**src/rtl/addmul_pkg.sv**
```systemverilog
// +------------------------------------------------------------------+
// | addmul_pkg : shared constants and S1 stage type for addmul_arbiter |
// | Revision   : 1.0                                                   |
// +------------------------------------------------------------------+
`default_nettype none

package addmul_pkg;

  localparam int DEF_NUM_REQ = 4;
  localparam int DEF_DATA_W  = 8;

  // S1 fields are sized for the largest supported configuration (8 requesters,
  // 16-bit operands); narrower instances zero-extend into them.
  localparam int MAX_DATA_W = 16;
  localparam int MAX_ID_W   = 3;

  typedef struct packed {
    logic                  valid;
    logic [MAX_DATA_W-1:0] sum;
    logic [MAX_DATA_W-1:0] c;
    logic [MAX_ID_W-1:0]   id;
  } s1_stage_t;

endpackage

`default_nettype wire

```
**src/rtl/addmul_arbiter_if.sv**
```systemverilog
// +------------------------------------------------------------------+
// | addmul_arbiter_if : requester and result handshake bundle          |
// | Revision          : 1.0                                            |
// +------------------------------------------------------------------+
`default_nettype none

interface addmul_arbiter_if
  import addmul_pkg::*;
#(
  parameter int NUM_REQ = DEF_NUM_REQ,
  parameter int DATA_W  = DEF_DATA_W
) ();

  logic [NUM_REQ-1:0]         req_valid;
  logic [NUM_REQ-1:0]         req_ready;
  logic [NUM_REQ*DATA_W-1:0]  req_a;
  logic [NUM_REQ*DATA_W-1:0]  req_b;
  logic [NUM_REQ*DATA_W-1:0]  req_c;
  logic                       out_valid;
  logic                       out_ready;
  logic [2*DATA_W-1:0]        out_result;
  logic [$clog2(NUM_REQ)-1:0] out_id;

  modport master (
    output req_valid, req_a, req_b, req_c, out_ready,
    input  req_ready, out_valid, out_result, out_id
  );

  modport slave (
    input  req_valid, req_a, req_b, req_c, out_ready,
    output req_ready, out_valid, out_result, out_id
  );

endinterface

`default_nettype wire

```
**src/rtl/addmul_rr_arb.sv**
```systemverilog
// +------------------------------------------------------------------+
// | addmul_rr_arb : combinational round-robin grant, registered pointer |
// | Revision      : 1.0                                                 |
// +------------------------------------------------------------------+
`default_nettype none

module addmul_rr_arb
  import addmul_pkg::*;
#(
  parameter int NUM_REQ = DEF_NUM_REQ
) (
  input  wire logic                       clk,
  input  wire logic                       rst_n,
  input  wire logic [NUM_REQ-1:0]         req_valid,
  input  wire logic                       enable,
  output logic      [NUM_REQ-1:0]         grant,
  output logic      [$clog2(NUM_REQ)-1:0] grant_id,
  output logic                            grant_any
);

  localparam int ID_W = $clog2(NUM_REQ);
  localparam logic [ID_W:0] NREQ = (ID_W+1)'(NUM_REQ);

  logic [ID_W-1:0] ptr;

  // Scan from ptr upward with wrap; the first valid candidate wins.
  always_comb begin
    logic [ID_W:0] idx;
    idx       = '0;
    grant     = '0;
    grant_id  = '0;
    grant_any = 1'b0;
    for (int i = 0; i < NUM_REQ; i++) begin
      idx = {1'b0, ptr} + (ID_W+1)'(i);
      if (idx >= NREQ) begin
        idx = idx - NREQ;
      end
      if (enable && !grant_any && req_valid[idx[ID_W-1:0]]) begin
        grant_any = 1'b1;
        grant_id  = idx[ID_W-1:0];
      end
    end
    if (grant_any) begin
      grant[grant_id] = 1'b1;
    end
  end

  always_ff @(posedge clk or negedge rst_n) begin
    if (!rst_n) begin
      ptr <= '0;
    end else if (grant_any) begin
      ptr <= (grant_id == ID_W'(NUM_REQ - 1)) ? '0 : grant_id + ID_W'(1);
    end
  end

endmodule

`default_nettype wire

```
**src/rtl/addmul_arbiter.sv**
```systemverilog
// +------------------------------------------------------------------+
// | addmul_arbiter : round-robin N-to-1 arbiter feeding (a+b)*c pipe   |
// | Revision       : 1.0                                                |
// +------------------------------------------------------------------+
`default_nettype none

module addmul_arbiter
  import addmul_pkg::*;
#(
  parameter int NUM_REQ = DEF_NUM_REQ,
  parameter int DATA_W  = DEF_DATA_W
) (
  input  wire logic   clk,
  input  wire logic   rst_n,
  addmul_arbiter_if.slave bus
);

  localparam int ID_W = $clog2(NUM_REQ);

  logic                advance;
  logic                arb_en;
  logic [NUM_REQ-1:0]  grant;
  logic [ID_W-1:0]     grant_id;
  logic                grant_any;
  logic [DATA_W-1:0]   sel_a;
  logic [DATA_W-1:0]   sel_b;
  logic [DATA_W-1:0]   sel_c;
  logic [DATA_W-1:0]   sum;
  s1_stage_t           s1_q;
  logic [DATA_W-1:0]   s1_sum;
  logic [DATA_W-1:0]   s1_c;
  logic                out_valid_q;
  logic [2*DATA_W-1:0] result_q;
  logic [ID_W-1:0]     id_q;
  logic                unused_s1_hi;

  // Whole pipe moves together; rst_n gates grants so nothing is accepted in reset.
  assign advance = !out_valid_q || bus.out_ready;
  assign arb_en  = advance && rst_n;

  addmul_rr_arb #(
    .NUM_REQ (NUM_REQ)
  ) u_arb (
    .clk       (clk),
    .rst_n     (rst_n),
    .req_valid (bus.req_valid),
    .enable    (arb_en),
    .grant     (grant),
    .grant_id  (grant_id),
    .grant_any (grant_any)
  );

  assign bus.req_ready = grant;

  assign sel_a = bus.req_a[grant_id*DATA_W +: DATA_W];
  assign sel_b = bus.req_b[grant_id*DATA_W +: DATA_W];
  assign sel_c = bus.req_c[grant_id*DATA_W +: DATA_W];
  assign sum   = sel_a + sel_b;

  always_ff @(posedge clk or negedge rst_n) begin
    if (!rst_n) begin
      s1_q <= '0;
    end else if (advance) begin
      s1_q.valid <= grant_any;
      s1_q.sum   <= MAX_DATA_W'(sum);
      s1_q.c     <= MAX_DATA_W'(sel_c);
      s1_q.id    <= MAX_ID_W'(grant_id);
    end
  end

  assign s1_sum       = s1_q.sum[DATA_W-1:0];
  assign s1_c         = s1_q.c[DATA_W-1:0];
  assign unused_s1_hi = ^{s1_q.sum >> DATA_W, s1_q.c >> DATA_W, s1_q.id >> ID_W};

  // Result and id only load on a real S1 entry so a bubble leaves them untouched.
  always_ff @(posedge clk or negedge rst_n) begin
    if (!rst_n) begin
      out_valid_q <= 1'b0;
      result_q    <= '0;
      id_q        <= '0;
    end else if (advance) begin
      out_valid_q <= s1_q.valid;
      if (s1_q.valid) begin
        result_q <= (2*DATA_W)'(s1_sum) * (2*DATA_W)'(s1_c);
        id_q     <= s1_q.id[ID_W-1:0];
      end
    end
  end

  assign bus.out_valid  = out_valid_q;
  assign bus.out_result = result_q;
  assign bus.out_id     = id_q;

endmodule

`default_nettype wire

```
**src/flat_wrapper.sv**
```systemverilog
// flat-port wrapper written by rule: the top's interface ports become plain ports
module addmul_arbiter_flat import addmul_pkg::*;
#(
  parameter int NUM_REQ = DEF_NUM_REQ,
  parameter int DATA_W  = DEF_DATA_W
)
  (clk, rst_n, bus_req_valid, bus_req_a, bus_req_b, bus_req_c, bus_out_ready, bus_req_ready, bus_out_valid, bus_out_result, bus_out_id);
  addmul_arbiter_if #(.NUM_REQ(NUM_REQ), .DATA_W(DATA_W)) bus_i ();
  input  wire logic clk;
  input  wire logic rst_n;
  input wire logic [$bits(bus_i.req_valid)-1:0] bus_req_valid;
  input wire logic [$bits(bus_i.req_a)-1:0] bus_req_a;
  input wire logic [$bits(bus_i.req_b)-1:0] bus_req_b;
  input wire logic [$bits(bus_i.req_c)-1:0] bus_req_c;
  input wire logic [$bits(bus_i.out_ready)-1:0] bus_out_ready;
  output wire logic [$bits(bus_i.req_ready)-1:0] bus_req_ready;
  output wire logic [$bits(bus_i.out_valid)-1:0] bus_out_valid;
  output wire logic [$bits(bus_i.out_result)-1:0] bus_out_result;
  output wire logic [$bits(bus_i.out_id)-1:0] bus_out_id;
  assign bus_i.req_valid = bus_req_valid;
  assign bus_i.req_a = bus_req_a;
  assign bus_i.req_b = bus_req_b;
  assign bus_i.req_c = bus_req_c;
  assign bus_i.out_ready = bus_out_ready;
  assign bus_req_ready = bus_i.req_ready;
  assign bus_out_valid = bus_i.out_valid;
  assign bus_out_result = bus_i.out_result;
  assign bus_out_id = bus_i.out_id;
  addmul_arbiter #(.NUM_REQ(NUM_REQ), .DATA_W(DATA_W)) u_core (.clk(clk), .rst_n(rst_n), .bus(bus_i));
endmodule
```
**config.mk**
```make
export PLATFORM = sky130hd
export DESIGN_NAME = addmul_arbiter_flat
export DESIGN_NICKNAME = d
export VERILOG_FILES = /design/src/rtl/addmul_pkg.sv /design/src/rtl/addmul_arbiter_if.sv /design/src/rtl/addmul_rr_arb.sv /design/src/rtl/addmul_arbiter.sv /design/src/flat_wrapper.sv
export SDC_FILE = /design/constraint.sdc
export NUM_CORES = 1
export LEC_CHECK = 0
export CAP_MARGIN = 20
export CORE_MARGIN = 2
export CORE_UTILIZATION = 55
export DETAILED_ROUTE_END_ITERATION = 10
export HOLD_SLACK_MARGIN = 0.05
export PLACE_DENSITY = 0.89
export SLEW_MARGIN = 10
export SYNTH_ARGS = -nofsm -noshare
export SYNTH_HDL_FRONTEND = slang
export SYNTH_HIERARCHICAL = 1
export SYNTH_SLANG_ARGS = --single-unit
```
**constraint.sdc**
```tcl
create_clock -name clk -period 12.4 [get_ports clk]
set_input_delay 2.48 -clock clk [delete_from_list [all_inputs] [get_ports clk]]
set_output_delay 2.48 -clock clk [all_outputs]
set_load 0.005 [all_outputs]
```
After elaboration in Yosys (flattened, before gate mapping)

Cells that the tools add are included.

Bits in registers: 40
Word-level logic and storage cells: 71

Add/sub/neg operators: 9
Multipliers: 1
Magnitude comparators: 10
Equal/unequal tests: 1
Shifts and indexed selects: 3
Mux-type cells: 24
Reductions and logical operators: 15

Operators by type and width:

| cell                  | number |
|---|---|
| $shiftx A32 B6 Y8     | 3 |
| $mux W2               | 9 |
| $mul A8 B8 Y16        | 1 |
| $lt A2 B3 Y1 const B  | 5 |
| $ge A3 B3 Y1 const B  | 3 |
| $logic_and A1 B1 Y1   | 9 |
| $mux W1               | 9 |
| $add A8 B8 Y8         | 1 |
| $bmux W1 S2           | 4 |
| $sub A2 B1 Y2 const B | 4 |
| $add A2 B2 Y3 const B | 2 |
| $logic_not A1 Y1      | 4 |
| $mux W4               | 1 |
| $add A2 B1 Y3 const B | 1 |
| $ge A2 B3 Y1 const B  | 1 |
| $add A2 B1 Y2 const B | 1 |
| $demux W1 S2          | 1 |
| $eq A2 B2 Y1 const B  | 1 |
| $ge A2 B1 Y1 const B  | 1 |
| $reduce_and A2 Y1     | 1 |
| $logic_or A1 B1 Y1    | 1 |

Depth between registers and ports, before layout

Word-level depth: 23
Depth in mapped cells: 18

Cells and area by module

Netlist, hierarchy kept.

Modules (own cells, without submodules):

| module         | times used | cells an instance | area each (um^2) | sequential area each (um^2) |
|---|---|---|---|---|
| addmul_arbiter | 1          | 448               | 4,380.5          | 950.9 |
| addmul_rr_arb  | 1          | 54                | 480.5            | 50.0 |

Worst setup path before layout

OpenSTA, ideal clock, no wires.

Path type: input port to output port
Start point: input bus_req_valid[1]
End point: output bus_req_ready[3]
Arrival: 4,027 ps
Data required time: 9,920 ps
Path slack: 5,893 ps
Stages: 6
Path buffers: 0
Path through: or3b_1 > a32o_1 > or2_1 > o2111a_1 > ha_1 > and2_2

Word-level cells in the longest chain between the ends: 21
Elaborated cells between the ends (all ways): 32
Those cells by class: order compare (2); mux (19); reduce/logical (11)

Ends and longest elaborated chain:

| item                                                                      | RTL line             | source |
|---|---|---|
| from (decl)                                                               | flat_wrapper.sv:11   | `input wire logic [$bits(bus_i.req_valid)-1:0] bus_req_valid;` |
| $bmux W1 S2                                                               | addmul_rr_arb.sv:38  | `if (enable && !grant_any && req_valid[idx[ID_W-1:0]]) begin` |
| $mux W1 (implied by the code)                                             | addmul_rr_arb.sv:38  |  |
| $logic_and A1 B1 Y1                                                       | addmul_rr_arb.sv:38  |  |
| $mux W1                                                                   | addmul_rr_arb.sv:38  |  |
| $logic_not A1 Y1                                                          | addmul_rr_arb.sv:38  |  |
| $logic_and A1 B1 Y1 (2 in a row)                                          | addmul_rr_arb.sv:38  |  |
| $mux W1                                                                   | addmul_rr_arb.sv:38  |  |
| $logic_not A1 Y1                                                          | addmul_rr_arb.sv:38  |  |
| [... 4 more ...]                                                          | -                    |  |
| $logic_and A1 B1 Y1 (2 in a row)                                          | addmul_rr_arb.sv:38  |  |
| $mux W2 (*)                                                               | addmul_rr_arb.sv:38  |  |
| net u_core.grant_id[1]                                                    | addmul_arbiter.sv:23 | `logic [ID_W-1:0] grant_id;` |
| $lt A2 B3 Y1 (implied by the code) / $ge A2 B1 Y1 (equally long branches) | addmul_rr_arb.sv:44  | `grant[grant_id] = 1'b1;` |
| $logic_and A1 B1 Y1 (implied by the code)                                 | addmul_rr_arb.sv:44  |  |
| $mux W1 (implied by the code)                                             | addmul_rr_arb.sv:44  |  |
| $demux W1 S2 (*)                                                          | addmul_rr_arb.sv:44  |  |
| $mux W4 (*)                                                               | addmul_rr_arb.sv:43  | `if (grant_any) begin` |
| to (decl)                                                                 | flat_wrapper.sv:16   | `output wire logic [$bits(bus_i.req_ready)-1:0] bus_req_ready;` |

Mark *: on every way through the listed nets, which the timed path passes. The rest lies on a longest branch. The select of a mux whose other input is x is not followed.

Worst setup path after layout

Start point: input bus_out_ready
End point: output bus_req_ready[3]

Word-level cells in the longest chain between the ends: 21
Elaborated cells between the ends (all ways): 26
Those cells by class: order compare (2); mux (11); reduce/logical (13)

Ends and longest elaborated chain:

| item                                                                      | RTL line             | source |
|---|---|---|
| from (decl)                                                               | flat_wrapper.sv:15   | `input wire logic [$bits(bus_i.out_ready)-1:0] bus_out_ready;` |
| $logic_or A1 B1 Y1 (*)                                                    | addmul_arbiter.sv:38 | `assign advance = !out_valid_q \|\| bus.out_ready;` |
| $logic_and A1 B1 Y1 (*)                                                   | addmul_arbiter.sv:39 | `assign arb_en = advance && rst_n;` |
| net u_core.arb_en                                                         | addmul_arbiter.sv:21 | `logic arb_en;` |
| $logic_and A1 B1 Y1                                                       | addmul_rr_arb.sv:38  |  |
| $mux W1                                                                   | addmul_rr_arb.sv:38  |  |
| $logic_not A1 Y1                                                          | addmul_rr_arb.sv:38  |  |
| $logic_and A1 B1 Y1 (2 in a row)                                          | addmul_rr_arb.sv:38  |  |
| $mux W1                                                                   | addmul_rr_arb.sv:38  |  |
| [... 5 more ...]                                                          | -                    |  |
| $logic_and A1 B1 Y1 (2 in a row)                                          | addmul_rr_arb.sv:38  |  |
| $mux W2 (*)                                                               | addmul_rr_arb.sv:38  |  |
| net u_core.grant_id[1]                                                    | addmul_arbiter.sv:23 |  |
| $lt A2 B3 Y1 (implied by the code) / $ge A2 B1 Y1 (equally long branches) | addmul_rr_arb.sv:44  |  |
| $logic_and A1 B1 Y1 (implied by the code)                                 | addmul_rr_arb.sv:44  |  |
| $mux W1 (implied by the code)                                             | addmul_rr_arb.sv:44  |  |
| $demux W1 S2 (*)                                                          | addmul_rr_arb.sv:44  |  |
| $mux W4 (*)                                                               | addmul_rr_arb.sv:43  |  |

Mark *: on every way through the listed nets, which the timed path passes. The rest lies on a longest branch.

==> flow_summary.toml <==
[finish]
multi_input_area_um2 = 3560
finish.utilization_pct = 73.0
regArea_um2 = 1000
final_layout_size_suffix_gt1_share_pct = 9.03
diodes = 0
mostFrequentLayoutCells = "clkdlybuf4s50_1, nand2_1, inv_1, and2_1, ha_1"
final_nets = 806
n_fill_cell = 607
final_common_cell = "clkdlybuf4s50_1"
areaGrowthSynthToFinish_pct = 29.8

[floorplan]
fp.dieW_um = 98.0
initial_core_util_pct = 56.3
std_cell_rows = 34
io_pins = 126
die_h_um = 98.0
die_area_um2 = 9610
coreArea_um2 = 8640

[clocking]
clk_path_buf_depth = 2
cts-hold-fix-buffers = 0
cts.htree.levels = 2
cts_setup_buffers = 0
cts_root_buf = "clkbuf_8"
cts_sinks = 40
cts_buffers = 5
cts_tree = "yes"
post_cts_resized = 0
insertion_delay_ns = 0.30
clkTransAtPathRegs_ns = 0.08

[routing]
first_pass_iters = 4
num_vias = 4124
drc = 0
drtIter0Drc = 208
antenna_left = 0
avgViaCountPerCell = 5.66
wl_per_cell_um = 15.7
drt_wl_total_mm = 11.4

[sta]
timing_hold_violations_final = 0
slew_headroom_pct = 27.7
post-route-period-util_pct = 70.8
post-route-min-period_ns = 8.78
slew_viol_final = 0
tns_ns = 0
worst_pin_slew_ns = 1.08
whs_ns = 0.478
max_freq_mhz = 114
setup_viol = 0
clock_skew_ns = 0.00485
rsz0062_at_grt = "false"

[yosys]
yosysWarnings = 6
synth-seq-cells = 40
netlist_area_um2 = 4860
synthArstFlopShare_pct = 100
syn_area_per_cell_um2 = 9.68
synth_cells = 502
synth_fp_nets = 689
yosys_most_used_dff = "dfrtp_1"
synth_edf_count = 0
ys_types = 63
ys_seq_area_share_pct = 20.6

[global_route]
grt_pass1_vias = 4324
grt_pass1_wl_mm = 19.4
antenna_found_initial = 0
overflow = 0
grt_max_degree = 42
grt_usage_pct = 24.3

[setup_path]
startpoint_type = "primary input"
crit_path_max_fanout = 28
worst_setup_path_end_kind = "output pin"
cp.required_ns = 9.92
crit_arrival_ns = 6.30
crit_type = "in2out"

[placed_design]
post-dp-hpwl_mm = 9.50
io_buffers = 125
gp_congestion = 0.863

[run_status]
status = "finished clean"

[run]
maxCapViolations = 0

[hold_path]
hp-class = "reg2reg"
-- state kept, by name, indices dropped and copies added (netlist names) --
signal and cells:
u_core/s1_c 8, u_core/u_arb/ptr 2, u_core/bus.out_result 16, u_core/bus.out_id 2
u_core/s1_q 11, u_core/bus.out_valid 1
-- cell families (layout without fill, tap and decap cells) --
kind of cell	Yosys count	count (layout)	share of synthesized area (%)
and+or+nand+nor	177	177	19.0
adders and majority gates	84	84	27.3
DFF	40	40	20.6
buffers and inverters	76	194	6.20
muxes	32	32	13.1
xor gates and xnor gates	14	14	2.52
AOI/OAI and AO/OA	79	79	11.2
-- worst paths after layout --
check / cells past startpoint / slack, ns / end / from
setup / recovery: 9 / 3.62 / bus_req_ready[3] / bus_out_ready
max in group asynchronous: 2 / 9.80 / u_core/s1_q[20]$_DFFE_PN0N_ / rst_n
setup reg to reg: 15 / 7.63 / u_core/s1_q[25]$_DFFE_PN0N_ / u_core/bus.out_valid$_DFFE_PN0N_
hold reg to reg: 2 / 0.48 / u_core/s1_q[0]$_DFFE_PN0N_ / u_core/s1_q[0]$_DFFE_PN0N_
hold / removal: 2 / 0.48 / u_core/s1_q[0]$_DFFE_PN0N_ / u_core/s1_q[0]$_DFFE_PN0N_
min in group asynchronous: 2 / 2.22 / u_core/bus.out_result[1]$_DFFE_PN0P_ / rst_n
-- synth_stat cells, types with 2 or more instances --
| master | n | area share [%] |
|---|---|---|
| nor2b_1 | 4 | 0.51 |
| fa_1 | 37 | 15 |
| buf_2 | 7 | 0.72 |
| and2_2 | 4 | 0.62 |
| mux4_2 | 23 | 11 |
| and2_1 | 50 | 6.4 |
| xor2_1 | 4 | 0.72 |
| or3_1 | 4 | 0.51 |
| ha_1 | 47 | 12 |
| a21oi_1 | 19 | 2.0 |
| clkbuf_1 | 7 | 0.54 |
| a31oi_1 | 4 | 0.51 |
| nand3_1 | 6 | 0.62 |
| a211oi_1 | 3 | 0.46 |
| xnor2_1 | 10 | 1.8 |
| a21oi_2 | 2 | 0.36 |
| buf_1 | 2 | 0.15 |
| nand2_1 | 74 | 5.7 |
| nand2b_1 | 5 | 0.64 |
| o21ai_0 | 14 | 1.4 |
| dfrtp_1 | 40 | 21 |
| nor3_1 | 4 | 0.41 |
| or4b_1 | 2 | 0.41 |
| buf_4 | 2 | 0.31 |
| and4_1 | 3 | 0.54 |
| a21o_1 | 7 | 1.1 |
| o31ai_1 | 4 | 0.62 |
| and3_1 | 2 | 0.26 |
| nor2_1 | 10 | 0.77 |
| mux2_2 | 6 | 1.4 |
| o211ai_1 | 2 | 0.31 |
| o2111ai_1 | 2 | 0.36 |
| o21a_1 | 5 | 0.77 |
| inv_1 | 58 | 4.5 |
-- routing by layer --
metal / routed length, um / up-vias / track usage (%)
met1: 4230 / 2003 / 28.2
met5: 0 / - / 0
met3: 750 / 13 / 5.01
li1: - / 1954 / -
met2: 6320 / 154 / 46.2
met4: 114 / 0 / 5.02
-- cell type report --
type / instances / share of cell area (%)
multi-input combinational: 386 / 56.4
clock inverter: 1 / 0.476
sequential: 40 / 15.9
clock buffer: 7 / 1.53
timing repair buffer: 128 / 20.1
inverter: 58 / 3.45
tap: 108 / 2.14
-- stage by stage --
stage | instances | area [um^2] | worst slack (ns)
global route | 728 | 6310 | 3.33
floorplan | 502 | 4860 | 5.89
CTS | 728 | 6310 | 3.63
global placement | 720 | 6180 | 3.84
detailed placement | 720 | 6180 | 3.64
finish | 728 | 6310 | 3.62
-- worst max-delay path, stage by stage --
cell	delay (ns)
clkdlybuf4s50_1	0.47
nand2b_1	0.74
and2_1	0.34
o221ai_1	0.25
or2_1	0.34
o2111a_1	0.67
ha_1	0.39
and2_2	0.18
clkdlybuf4s50_1	0.44
Power is left out: the tool's default activity adds up to more than one toggle a clock period on the data nets, which glitch-free logic cannot reach.
